### config.mk
export PLATFORM = sky130hd
export DESIGN_NAME = cargador_instrucciones
export DESIGN_NICKNAME = d
export VERILOG_FILES = /design/src/rtl/cargador_instrucciones_pkg.sv /design/src/rtl/cargador_instrucciones_ensamblador.sv /design/src/rtl/cargador_instrucciones.sv
export SDC_FILE = /design/constraint.sdc
export NUM_CORES = 1
export LEC_CHECK = 0
export ABC_AREA = 1
export CORE_UTILIZATION = 45
export DETAILED_ROUTE_END_ITERATION = 10
export PLACE_DENSITY = 0.66
export SYNTH_ARGS = -nofsm -noshare
export SYNTH_HDL_FRONTEND = slang
export SYNTH_SLANG_ARGS = --single-unit
export TNS_END_PERCENT = 10
### constraint.sdc
create_clock -name i_clk -period 5.35 [get_ports i_clk]
set_clock_uncertainty 0.2 [all_clocks]
set_input_delay 0.8025 -clock i_clk [delete_from_list [all_inputs] [get_ports i_clk]]
set_output_delay 0.8025 -clock i_clk [all_outputs]
set_load 0.01 [all_outputs]
### src/rtl/cargador_instrucciones_pkg.sv
// ---------------------------------------------------------------------------
// cargador_instrucciones_pkg
// Shared definitions for the instruction-memory loader:
//   - estado_t     : loader FSM states
//   - DEF_NBYTE    : width of one incoming UART byte
//   - DEF_HALT     : end-of-program word
// ---------------------------------------------------------------------------
package cargador_instrucciones_pkg;

    localparam int          DEF_NBYTE = 8;
    localparam logic [31:0] DEF_HALT  = 32'hFFFF_FFFF;

    typedef enum logic [2:0] {
        IDLE     = 3'd0,
        RECIBIR  = 3'd1,
        ESCRIBIR = 3'd2,
        FIN      = 3'd3,
        ERROR    = 3'd4
    } estado_t;

endpackage

### src/rtl/cargador_instrucciones_ensamblador.sv
// ---------------------------------------------------------------------------
// ensamblador_palabra
// Packs incoming bytes MSB-first into one NBITS-wide word.
// Ports:
//   i_clk, i_reset : clock, synchronous active-high reset
//   clear          : discard any partial word and restart at byte 0
//   strobe         : accept dato this cycle
//   dato           : incoming byte
//   word           : word including the byte being presented now
//   word_ready     : this strobe delivers the last byte of a word
// ---------------------------------------------------------------------------
module ensamblador_palabra #(
    parameter int NBITS = 32,
    parameter int NBYTE = 8
) (
    input  logic             i_clk,
    input  logic             i_reset,
    input  logic             clear,
    input  logic             strobe,
    input  logic [NBYTE-1:0] dato,
    output logic [NBITS-1:0] word,
    output logic             word_ready
);

    logic [NBITS-1:0] shift_reg;
    logic [1:0]       byte_count;

    // word already contains the byte on the bus, so the caller can latch
    // the complete instruction on the same edge that accepts the 4th byte.
    assign word       = {shift_reg[NBITS-NBYTE-1:0], dato};
    assign word_ready = strobe && (byte_count == 2'd3);

    // Shift register and byte counter; the counter wraps to 0 after the
    // 4th byte so the next word starts cleanly without an explicit clear.
    always_ff @(posedge i_clk) begin
        if (i_reset || clear) begin
            shift_reg  <= '0;
            byte_count <= 2'd0;
        end else if (strobe) begin
            shift_reg  <= word;
            byte_count <= byte_count + 2'd1;
        end
    end

endmodule

### src/rtl/cargador_instrucciones.sv
// ---------------------------------------------------------------------------
// cargador_instrucciones
// Fills instruction memory from a UART byte stream: four bytes (MSB first)
// form one instruction, written at byte addresses 0, 4, 8, ... Loading ends
// after the HALT word is written, or with an error on address overflow.
// Ports:
//   i_clk, i_reset      : clock, synchronous active-high reset
//   i_inicio            : start a load (accepted in IDLE, FIN or ERROR)
//   i_dato, i_dato_valido : incoming byte and its one-cycle strobe
//   o_escritura         : one-cycle memory write enable
//   o_direccion         : byte address of the write
//   o_instruccion       : word being written
//   o_cantidad          : words written since last start
//   o_ocupado           : load in progress
//   o_carga_completa    : HALT written, load finished
//   o_error             : program did not fit in memory
// ---------------------------------------------------------------------------
module cargador_instrucciones
    import cargador_instrucciones_pkg::*;
#(
    parameter int               NBITS  = 32,
    parameter int               NBYTE  = DEF_NBYTE,
    parameter int               CELDAS = 60,
    parameter logic [NBITS-1:0] HALT   = DEF_HALT
) (
    input  logic             i_clk,
    input  logic             i_reset,
    input  logic             i_inicio,
    input  logic [NBYTE-1:0] i_dato,
    input  logic             i_dato_valido,
    output logic             o_escritura,
    output logic [NBITS-1:0] o_direccion,
    output logic [NBITS-1:0] o_instruccion,
    output logic [NBITS-1:0] o_cantidad,
    output logic             o_ocupado,
    output logic             o_carga_completa,
    output logic             o_error
);

    localparam logic [NBITS-1:0] ULTIMA_CELDA = NBITS'(CELDAS - 1);
    localparam logic [NBITS-1:0] PASO         = NBITS'(4);

    estado_t          estado;
    estado_t          estado_sig;
    logic [NBITS-1:0] direccion;
    logic [NBITS-1:0] palabra;
    logic             palabra_lista;
    logic             inicio_valido;
    logic             captura;
    logic             desborde;

    // Start is only honoured while no load is running; bytes are only
    // taken while a load is running (ESCRIBIR included, so no byte is lost).
    assign inicio_valido = i_inicio &&
                           (estado == IDLE || estado == FIN || estado == ERROR);
    assign captura       = i_dato_valido &&
                           (estado == RECIBIR || estado == ESCRIBIR);
    assign desborde      = direccion > ULTIMA_CELDA;

    ensamblador_palabra #(
        .NBITS (NBITS),
        .NBYTE (NBYTE)
    ) u_ensamblador (
        .i_clk      (i_clk),
        .i_reset    (i_reset),
        .clear      (inicio_valido),
        .strobe     (captura),
        .dato       (i_dato),
        .word       (palabra),
        .word_ready (palabra_lista)
    );

    // State register
    always_ff @(posedge i_clk) begin
        if (i_reset) begin
            estado <= IDLE;
        end else begin
            estado <= estado_sig;
        end
    end

    // Next-state logic. The overflow check is made before the write, so a
    // word that would land past the last cell is never written.
    always_comb begin
        estado_sig = estado;
        case (estado)
            IDLE, FIN, ERROR: begin
                if (i_inicio) estado_sig = RECIBIR;
            end
            RECIBIR: begin
                if (palabra_lista) estado_sig = desborde ? ERROR : ESCRIBIR;
            end
            ESCRIBIR: begin
                estado_sig = (o_instruccion == HALT) ? FIN : RECIBIR;
            end
            default: estado_sig = IDLE;
        endcase
    end

    // State-decoded status outputs
    always_comb begin
        o_escritura      = 1'b0;
        o_ocupado        = 1'b0;
        o_carga_completa = 1'b0;
        o_error          = 1'b0;
        case (estado)
            RECIBIR:  o_ocupado = 1'b1;
            ESCRIBIR: begin
                o_ocupado   = 1'b1;
                o_escritura = 1'b1;
            end
            FIN:      o_carga_completa = 1'b1;
            ERROR:    o_error = 1'b1;
            default:  ;
        endcase
    end

    // Address/count bookkeeping and the registered write bus. Address and
    // word are latched on the edge that takes the 4th byte so they are
    // stable for the whole ESCRIBIR cycle, then hold until the next write.
    always_ff @(posedge i_clk) begin
        if (i_reset) begin
            direccion     <= '0;
            o_cantidad    <= '0;
            o_direccion   <= '0;
            o_instruccion <= '0;
        end else begin
            if (inicio_valido) begin
                direccion  <= '0;
                o_cantidad <= '0;
            end
            if (estado == RECIBIR && palabra_lista && !desborde) begin
                o_direccion   <= direccion;
                o_instruccion <= palabra;
            end
            if (estado == ESCRIBIR) begin
                direccion  <= direccion + PASO;
                o_cantidad <= o_cantidad + 1'b1;
            end
        end
    end

endmodule

### Word level (Yosys, flattened, before mapping)

Cells that the tools add are included.

| word-level totals | value |
|---|---|
| output and inout bits | 100 |
| bits in registers | 157 |
| word-level logic and storage cells | 46 |
| input port bits | 12 |

| operators by class | value |
|---|---|
| add/subtract/negate cells | 3 |
| equality and inequality tests | 8 |
| order comparisons | 1 |
| reduce and logical (&&, ||, !) cells | 15 |
| muxes and demuxes | 12 |

Operator list:

| operator | number |
|---|---|
| 32-bit two-way mux | 3 |
| 32-bit by 1-bit adder with 32-bit output (second input constant) | 1 |
| 32-bit by 3-bit adder with 32-bit output (second input constant) | 1 |
| 32-bit == test (second input constant) | 1 |
| 32-bit by 6-bit > comparator with 1-bit output (second input constant) | 1 |
| 3-bit two-way mux | 3 |
| 3-bit one-hot mux with 3 select lines | 1 |
| 3-bit by 2-bit == test with 1-bit output (second input constant) | 2 |
| 1-bit logical AND | 5 |
| 1-bit logical OR | 4 |
| 1-bit two-way mux | 4 |
| 2-bit != test (second input constant) | 2 |
| 3-bit by 1-bit == test with 1-bit output (second input constant) | 1 |
| 3-bit == test (second input constant) | 1 |
| 3-bit zero test | 1 |
| 3-bit OR reduction | 1 |
| 2-bit by 1-bit adder with 2-bit output (second input constant) | 1 |
| 2-bit == test (second input constant) | 1 |
| 2-bit two-way mux | 1 |
| 2-bit AND reduction | 1 |
| 2-bit nonzero test | 1 |
| 2-bit OR reduction | 1 |
| 1-bit zero test | 1 |

### Longest topological paths before layout

Gate-level depths: netlist of run 1.

| depth | value |
|---|---|
| depth in word-level cells | 6 |
| depth in mapped cells | 11 |
| gate-level depth less buffers | 11 |

### Modules after synthesis

A second synthesis of run 1 with hierarchy kept.

| second synthesis, totals | value |
|---|---|
| cells, all modules | 1103 |
| area total of the unflattened synthesis | 7228.2 um2 |

By module, submodules not included:

| module | area an instance (um2) | cells each | instances | seq. area each (um2) |
|---|---|---|---|---|
| cargador_instrucciones | 6065.8 | 928 | 1 | 2542.4 |
| ensamblador_palabra | 1162.4 | 175 | 1 | 520.5 |

### Least setup slack after synthesis of run 1

OpenSTA, ideal clock, no wires.

| timing | value |
|---|---|
| path type | register -> output |
| start point | reg estado[1] |
| end point | out o_escritura |
| path buffers | 2 |
| cell stages (with the launch flop) | 7 |
| arrival | 1055 ps |
| path slack | 3293 ps |
| required time | 4348 ps |
| cell sequence | dfxtp_1 inv_2 nor2_4 nand2_2 inv_2 buf_2 buf_2 |

| between the ends | value |
|---|---|
| word-level cells in the longest chain between the ends | 2 |

RTL lines:

| item | RTL line | source |
|---|---|---|
| start, declared | cargador_instrucciones.sv:43 | `estado_t estado;` |
| start signal, assigned | cargador_instrucciones.sv:78 | `estado <= estado_sig;` |
| 3-bit by 2-bit == test with 1-bit output | cargador_instrucciones.sv:106 | `case (estado)` |
| 1-bit two-way mux | cargador_instrucciones.sv:106 |  |
| end, declared | cargador_instrucciones.sv:31 | `output logic o_escritura,` |

Every way passes these cells.

### Final worst setup path of run 1

| timing | value |
|---|---|
| start point | in i_inicio |
| end point | reg u_ensamblador.shift_reg[9] |

| between the ends | value |
|---|---|
| word-level cells in the longest chain between the ends | 2 |

RTL lines:

| item | RTL line | source |
|---|---|---|
| start, declared | cargador_instrucciones.sv:28 | `input logic i_inicio,` |
| 1-bit logical AND | cargador_instrucciones.sv:54 | `assign inicio_valido = i_inicio &&` |
| 1-bit logical OR | cargador_instrucciones_ensamblador.sv:36 | `if (i_reset \|\| clear) begin` |
| end signal, assigned | cargador_instrucciones_ensamblador.sv:40 | `shift_reg <= word;` |
| end, declared | cargador_instrucciones_ensamblador.sv:25 | `logic [NBITS-1:0] shift_reg;` |

Every way passes these cells.
A chain may end at the register's enable or synchronous reset.

==> results.toml, run 1 <==
[routing]
route.met2.wl_mm = 8.581
drtAntennaViolNets = 0
drt_wl_total_mm = 18.87
first_iter_violations = 470
routedWlPerCell_um = 13.73
vias_per_cell = 4.971
vias = 6830
top_layer_used = "met4"
m1WireLength_mm = 9.157
met3_length_um = 960
drcViolationCount = 0
dr.pass1.iters = 5

[setup_path]
regToRegEndpoint = "u_ensamblador.shift_reg[9]"
cpMaxStageDelayCell = "nand2_1"
rr_worst_depth = 8
critPathLaunchType = "primary input"
worst-path-buf-inv = 2
crit_start = "i_inicio"
cp.depth = 6
rr_startpoint = "estado[2]"
cp_cell_sequence = "clkdlybuf4s50_1, nand2_2, nand2_1, inv_2, o21ai_0, a21oi_1"
crit_path_end = "u_ensamblador.shift_reg[9]"
worstPathRequired_ps = 5500
cpLargestDelayFamily = "simple AND/OR/NAND/NOR gates"
cpPeakStageDelay_ps = 700
crit_type = "primary input to flip-flop"
crit_fanout = 26
crit_path_end_kind = "flip-flop"
r2r_slack_ps = 2460
cp.arrival_ps = 3170

[timing]
rsz0062_at_grt = "false"
tns_ps = 0
tightest_slew_ps = 1001
clock.fmax_ghz = 0.3308
maxSlewViolCount = 0
final-setup-viol-count = 0
finalCritPeriodShare_pct = 56.50
fin_ws_ps = 2327
finalHoldViolations = 0
max-slew-margin-rel_pct = 33.29
period_needed_ps = 3023

[yosys]
postSynthCellCount = 1062
seq_area_frac_synth_pct = 43.26
yosysWarnings = 0
ys_seq_elements = 153
avgSynthCellArea_um2 = 6.667
ys_types = 36
netlist_area_um2 = 7081
synth_edf_count = 0
async_flop_share_pct = 0
synth_flop_cell = "dfxtp_1"

[clocking]
clockBufferDepth = 2
postCtsSetupBuffers = 0
cts_tree = "done"
clk_pin_slew_ps = 60
post_cts_resized = 0
clkLatencyLatePin_ps = 430
ctsHtreeMaxLevel = 4
clock-sinks = 153
cts_root_buffer = "clkbuf_16"
ctsHoldBuffers = 0
numCtsBuffers = 17

[placed_design]
place_ws_ps = 1859
dp_hpwl_mm = 12.39
port_buffers = 109
place_congestion = 0.8415

[worst_hold_path]
hp-class = "flip-flop to flip-flop"

[power]
total_power_w = 0.002478
ir_worst_vdd_mv = 0.2718
p_leak_nw = 3.021
p_per_area_nw_per_um2 = 281.9

[die]
start_util_pct = 46.40
die_w_um = 127.4
die_area_um2 = 16240
ioPinCount = 112
dieHeight_um = 127.4
coreArea_um2 = 15260
rows = 45

[layout]
fin_nets = 1166
area_growth_pct = 24.14
drive_above_1_share_pct = 5.503
top_regs = "o_cantidad x32, o_instruccion x32"
n_antenna_cell = 0

[global_routing]
grt_pass1_wl_mm = 31.14
grt.total_usage_pct = 23.98
overflow = 0
grt_pass1_vias = 6155
antenna_found_initial = 0
grt_max_degree = 91

[status]
status = "finished clean"

[run]
maxCapViolCount = 0
## area by class of cell
| class | count | area [um^2] |
|---|---|---|
| clock buffer | 19 | 442.9 |
| clock inverter | 13 | 133.9 |
| fill | 1481 | 6469 |
| inverter | 93 | 349.1 |
| multi-input combinational | 772 | 3421 |
| sequential | 153 | 3063 |
| tap | 211 | 264.0 |
| timing repair buffer | 113 | 1116 |
## power breakdown
group | leakage (nW) | internal, W | switching (W) | total, W
clock network | 0.279 | 0.000666 | 0.000514 | 0.00118
logic | 1.51 | 0.0000333 | 0.000107 | 0.000140
registers | 1.23 | 0.00115 | 0.00000866 | 0.00116
total | 3.02 | 0.00185 | 0.000630 | 0.00248
## cells in the mapped netlist, types with 2 or more instances
master    number  area [um^2]
nand4_1       12        75.07
buf_6          6        67.56
nand2_1      335         1257
nand3b_1       3        22.52
o31ai_1        3        22.52
nor3_2         2        20.02
o21ai_0       38        190.2
nor2_4         2        22.52
buf_4          5        37.54
a21oi_1      107        535.5
nand3_1       90        450.4
nor3_1         9        45.04
nor2_2         3        18.77
inv_2         10        37.54
nor2_1       140        525.5
o21ai_1        2        10.01
inv_1         82        307.8
dfxtp_1      153         3063
nand2_2        4        25.02
buf_2         15        75.07
a22oi_1        3        22.52
or2_2          3        18.77
ha_1           4        50.05
clkbuf_1      18        67.56
nor4_1         2        12.51
## how the worst min path moves through the flow
stage / cells past startpoint / start / to / slack [ps]
6_report: 2 / o_direccion[12] / o_direccion[12] / 240
3_5_place_dp: 2 / o_direccion[12] / o_direccion[12] / 230
5_1_grt: 2 / o_direccion[7] / o_direccion[7] / 250
4_1_cts: 2 / o_direccion[12] / o_direccion[12] / 240
3_3_place_gp: 2 / o_direccion[12] / o_direccion[12] / 220
2_1_floorplan: 2 / u_ensamblador.shift_reg[10] / u_ensamblador.shift_reg[10] / 240
## stage by stage
stage / cells / hold slack [ps] / cell area, um^2 / util (%)
global route: 1374 / 254.3 / 8790 / 57.61
floorplan: 1063 / 243.7 / 7084 / -
detailed placement: 1342 / 229.1 / 8213 / 53.83
global placement: 1342 / 224.9 / 8213 / 53.83
finish: 1374 / 236.6 / 8790 / 57.61
CTS: 1374 / 238.4 / 8790 / 57.61
## kinds of logic (layout without fill, tap and decap cells)
kind of cell / Yosys count / after routing / share of synthesized area [%]
and+or+nand+nor: 610 / 610 / 36.15
AOI/OAI and AO/OA: 156 / 156 / 11.34
DFF: 153 / 153 / 43.26
other: 1 / 2 / 0.05296
buffers and inverters: 138 / 238 / 8.482
adders and majority gates: 4 / 4 / 0.7069
## layout by cell type (no fill, tap or decap), drive strengths merged, types with 2 or more instances in the layout
| cell | count |
|---|---|
| nand2 | 340 |
| dfxtp | 153 |
| nor2 | 146 |
| clkdlybuf4s50 | 108 |
| a21oi | 107 |
| inv | 99 |
| nand3 | 92 |
| o21ai | 40 |
| clkbuf | 19 |
| nand4 | 12 |
| nor3 | 11 |
| buf | 5 |
| ha | 4 |
| clkinv | 4 |
| or2 | 3 |
| a22oi | 3 |
| nand3b | 3 |
| o31ai | 3 |
| nor4 | 2 |
| conb | 2 |
| clkinvlp | 2 |
## layer usage
metal,GRT usage [%],vias to the layer above
li1,-,3561
met1,32.51,3120
met2,37.29,136
met3,6.658,13
met4,6.583,0
met5,0,-
## worst register-to-register path, cell delays in order, from the launching register on
cell     delay [ps]
dfxtp_1         410
nor2_4           60
nand2_1          90
nand2_1         110
nand2_2         460
nand2_1         720
inv_2           470
o21ai_0         150
a21oi_1         140
Power figures use the tool's default switching activity.
==> inputs of run 2 (changes only) <==
--- a/config.mk
+++ b/config.mk
@@ -8,7 +8,7 @@
 export ABC_AREA = 1
 export CORE_UTILIZATION = 45
 export DETAILED_ROUTE_END_ITERATION = 10
-export PLACE_DENSITY = 0.66
+export PLACE_DENSITY = 0.68
 export SYNTH_ARGS = -nofsm -noshare
 export SYNTH_HDL_FRONTEND = slang
 export SYNTH_SLANG_ARGS = --single-unit
==> constraint.sdc (replaced) <==
create_clock -name i_clk -period 2.75 [get_ports i_clk]
set_clock_uncertainty 0.2 [all_clocks]
set_input_delay 0.4125 -clock i_clk [delete_from_list [all_inputs] [get_ports i_clk]]
set_output_delay 0.4125 -clock i_clk [all_outputs]
set_load 0.01 [all_outputs]
==> run 2 against run 1 <==
Routed wire length fell by 0.59%. Final cell count grew 0.80%. Non-clock buffer count increased by 11. Largest power group unchanged. Clock power increased by 110%. Largest cell class unchanged. First-iteration DRC count up 24%. Core utilization up 0.99 points. Cell area up 1.7%. Flip-flop and latch count is the same. Sequential power rose by 94%. Critical path depth decreased by 1.
==> results.toml, run 2 (synthesis gave the netlist of run 1 again) <==
[layout]
final_cell_mix = "nand2_1, dfxtp_1, nor2_1"
fin_nets = 1177
n_antenna_cell = 0
mostFrequentLayoutCell = "nand2_1"
top_regs = "o_cantidad x32, o_instruccion x32"
seq_area_um2 = 3063
area_growth_pct = 26.28
drive_above_1_share_pct = 6.388
multi_input_comb_area_um2 = 3421
fillers = 1492
utilization_pct = 58.60

[die]
ioPinCount = 112
die_area_um2 = 16240
rows = 45
start_util_pct = 46.40
coreArea_um2 = 15260
dieHeight_um = 127.4
die_w_um = 127.4

[worst_hold_path]
hp-class = "flip-flop to flip-flop"

[clocking]
clock-sinks = 153
cts_tree = "done"
ctsHoldBuffers = 0
cts_root_buffer = "clkbuf_16"
postCtsSetupBuffers = 0
post_cts_resized = 0
numCtsBuffers = 17
clockBufferDepth = 2
ctsHtreeMaxLevel = 4
clkLatencyLatePin_ps = 430
clk_pin_slew_ps = 60

[routing]
dr.pass1.iters = 5
routedWlPerCell_um = 13.54
drt_wl_total_mm = 18.76
first_iter_violations = 585
drcViolationCount = 0
vias_per_cell = 5.027
vias = 6963
drtAntennaViolNets = 0

[setup_path]
r2r_slack_ps = 570
crit_path_end_kind = "output pin"
critPathLaunchType = "flip-flop"
crit_start = "estado[1]"
crit_fanout = 13
regToRegEndpoint = "o_instruccion[5]"
crit_type = "flip-flop to output pin"
worstPathRequired_ps = 2140
rr_startpoint = "direccion[2]"
cp.arrival_ps = 1940
crit_path_end = "o_escritura"
rr_worst_depth = 9

[global_routing]
grt_pass1_vias = 6291
grt_pass1_wl_mm = 31.53
overflow = 0
grt_max_degree = 91
antenna_found_initial = 0
grt.total_usage_pct = 24.22

[status]
status = "finished clean"

[power]
p_per_area_nw_per_um2 = 556.1
p_leak_nw = 3.104
ir_worst_vdd_mv = 0.5153

[timing]
tns_ps = 0
final-setup-viol-count = 0
fin_ws_ps = 194.1
clock.fmax_ghz = 0.3913
finalHoldViolations = 0
finalCritPeriodShare_pct = 92.94
period_needed_ps = 2556
rsz0062_at_grt = "false"
maxSlewViolCount = 0

[placed_design]
place_ws_ps = 543.0
dp_hpwl_mm = 12.87
port_buffers = 109
place_congestion = 0.8427

[run]
maxCapViolCount = 0
run 2: cell types whose count changed in the layout (fill, tap and decap cells not counted), sizes merged:
| cell | change |
|---|---|
| buf | +11 |
| bufinv | +1 |
| clkbuf | -1 |
| clkinv | -1 |
| clkinvlp | -1 |
| inv | +2 |
run 2: stage by stage:
step	instances	total power [W]	cell area, um^2	hold slack (ps)
finish	1385	0.004972	8941	234.1
global route	1385	0.005152	8941	247.8
CTS	1385	0.005022	8941	238.7
detailed placement	1353	0.002600	8333	229.4
global placement	1353	0.002597	8333	226.2
floorplan	1063	0.002488	7084	243.7
run 2: layout make-up:
class,count,share of cell area (%)
multi-input combinational,772,38.26
sequential,153,34.26
timing repair buffer,124,13.83
clock buffer,18,4.800
inverter,93,3.904
tap,211,2.953
clock inverter,14,2.001
run 2: where the power goes:
group / switching (W) / internal, W / total, W / leakage (nW)
registers: 0.0000169 / 0.00223 / 0.00225 / 1.23
clock network: 0.00104 / 0.00138 / 0.00242 / 0.295
logic: 0.000210 / 0.0000893 / 0.000300 / 1.58
run 2: metal layers:
| metal | part of all wire, % | track usage (%) |
|---|---|---|
| met1 | 48 | 33.31 |
| met2 | 45 | 37.13 |
| met3 | 6.1 | 6.030 |
| met4 | 1.1 | 7.703 |
| met5 | 0 | 0 |
run 2: critical path: stages (launching register included):
cell and delay (ps):
dfxtp_1 350, inv_2 70, nor2_4 90, nand2_2 110, inv_2 250, clkdlybuf4s50_1 640
run 2: how the worst min path moves through the flow:
stage,cells past startpoint,startpoint,slack (ps),to
after floorplan,2,u_ensamblador.shift_reg[10],240,u_ensamblador.shift_reg[10]
after global placement,2,o_direccion[16],230,o_direccion[16]
after detailed placement,2,o_direccion[24],230,o_direccion[24]
after CTS,2,o_direccion[8],240,o_direccion[8]
after global routing,2,o_direccion[8],250,o_direccion[8]
final,2,o_direccion[8],230,o_direccion[8]
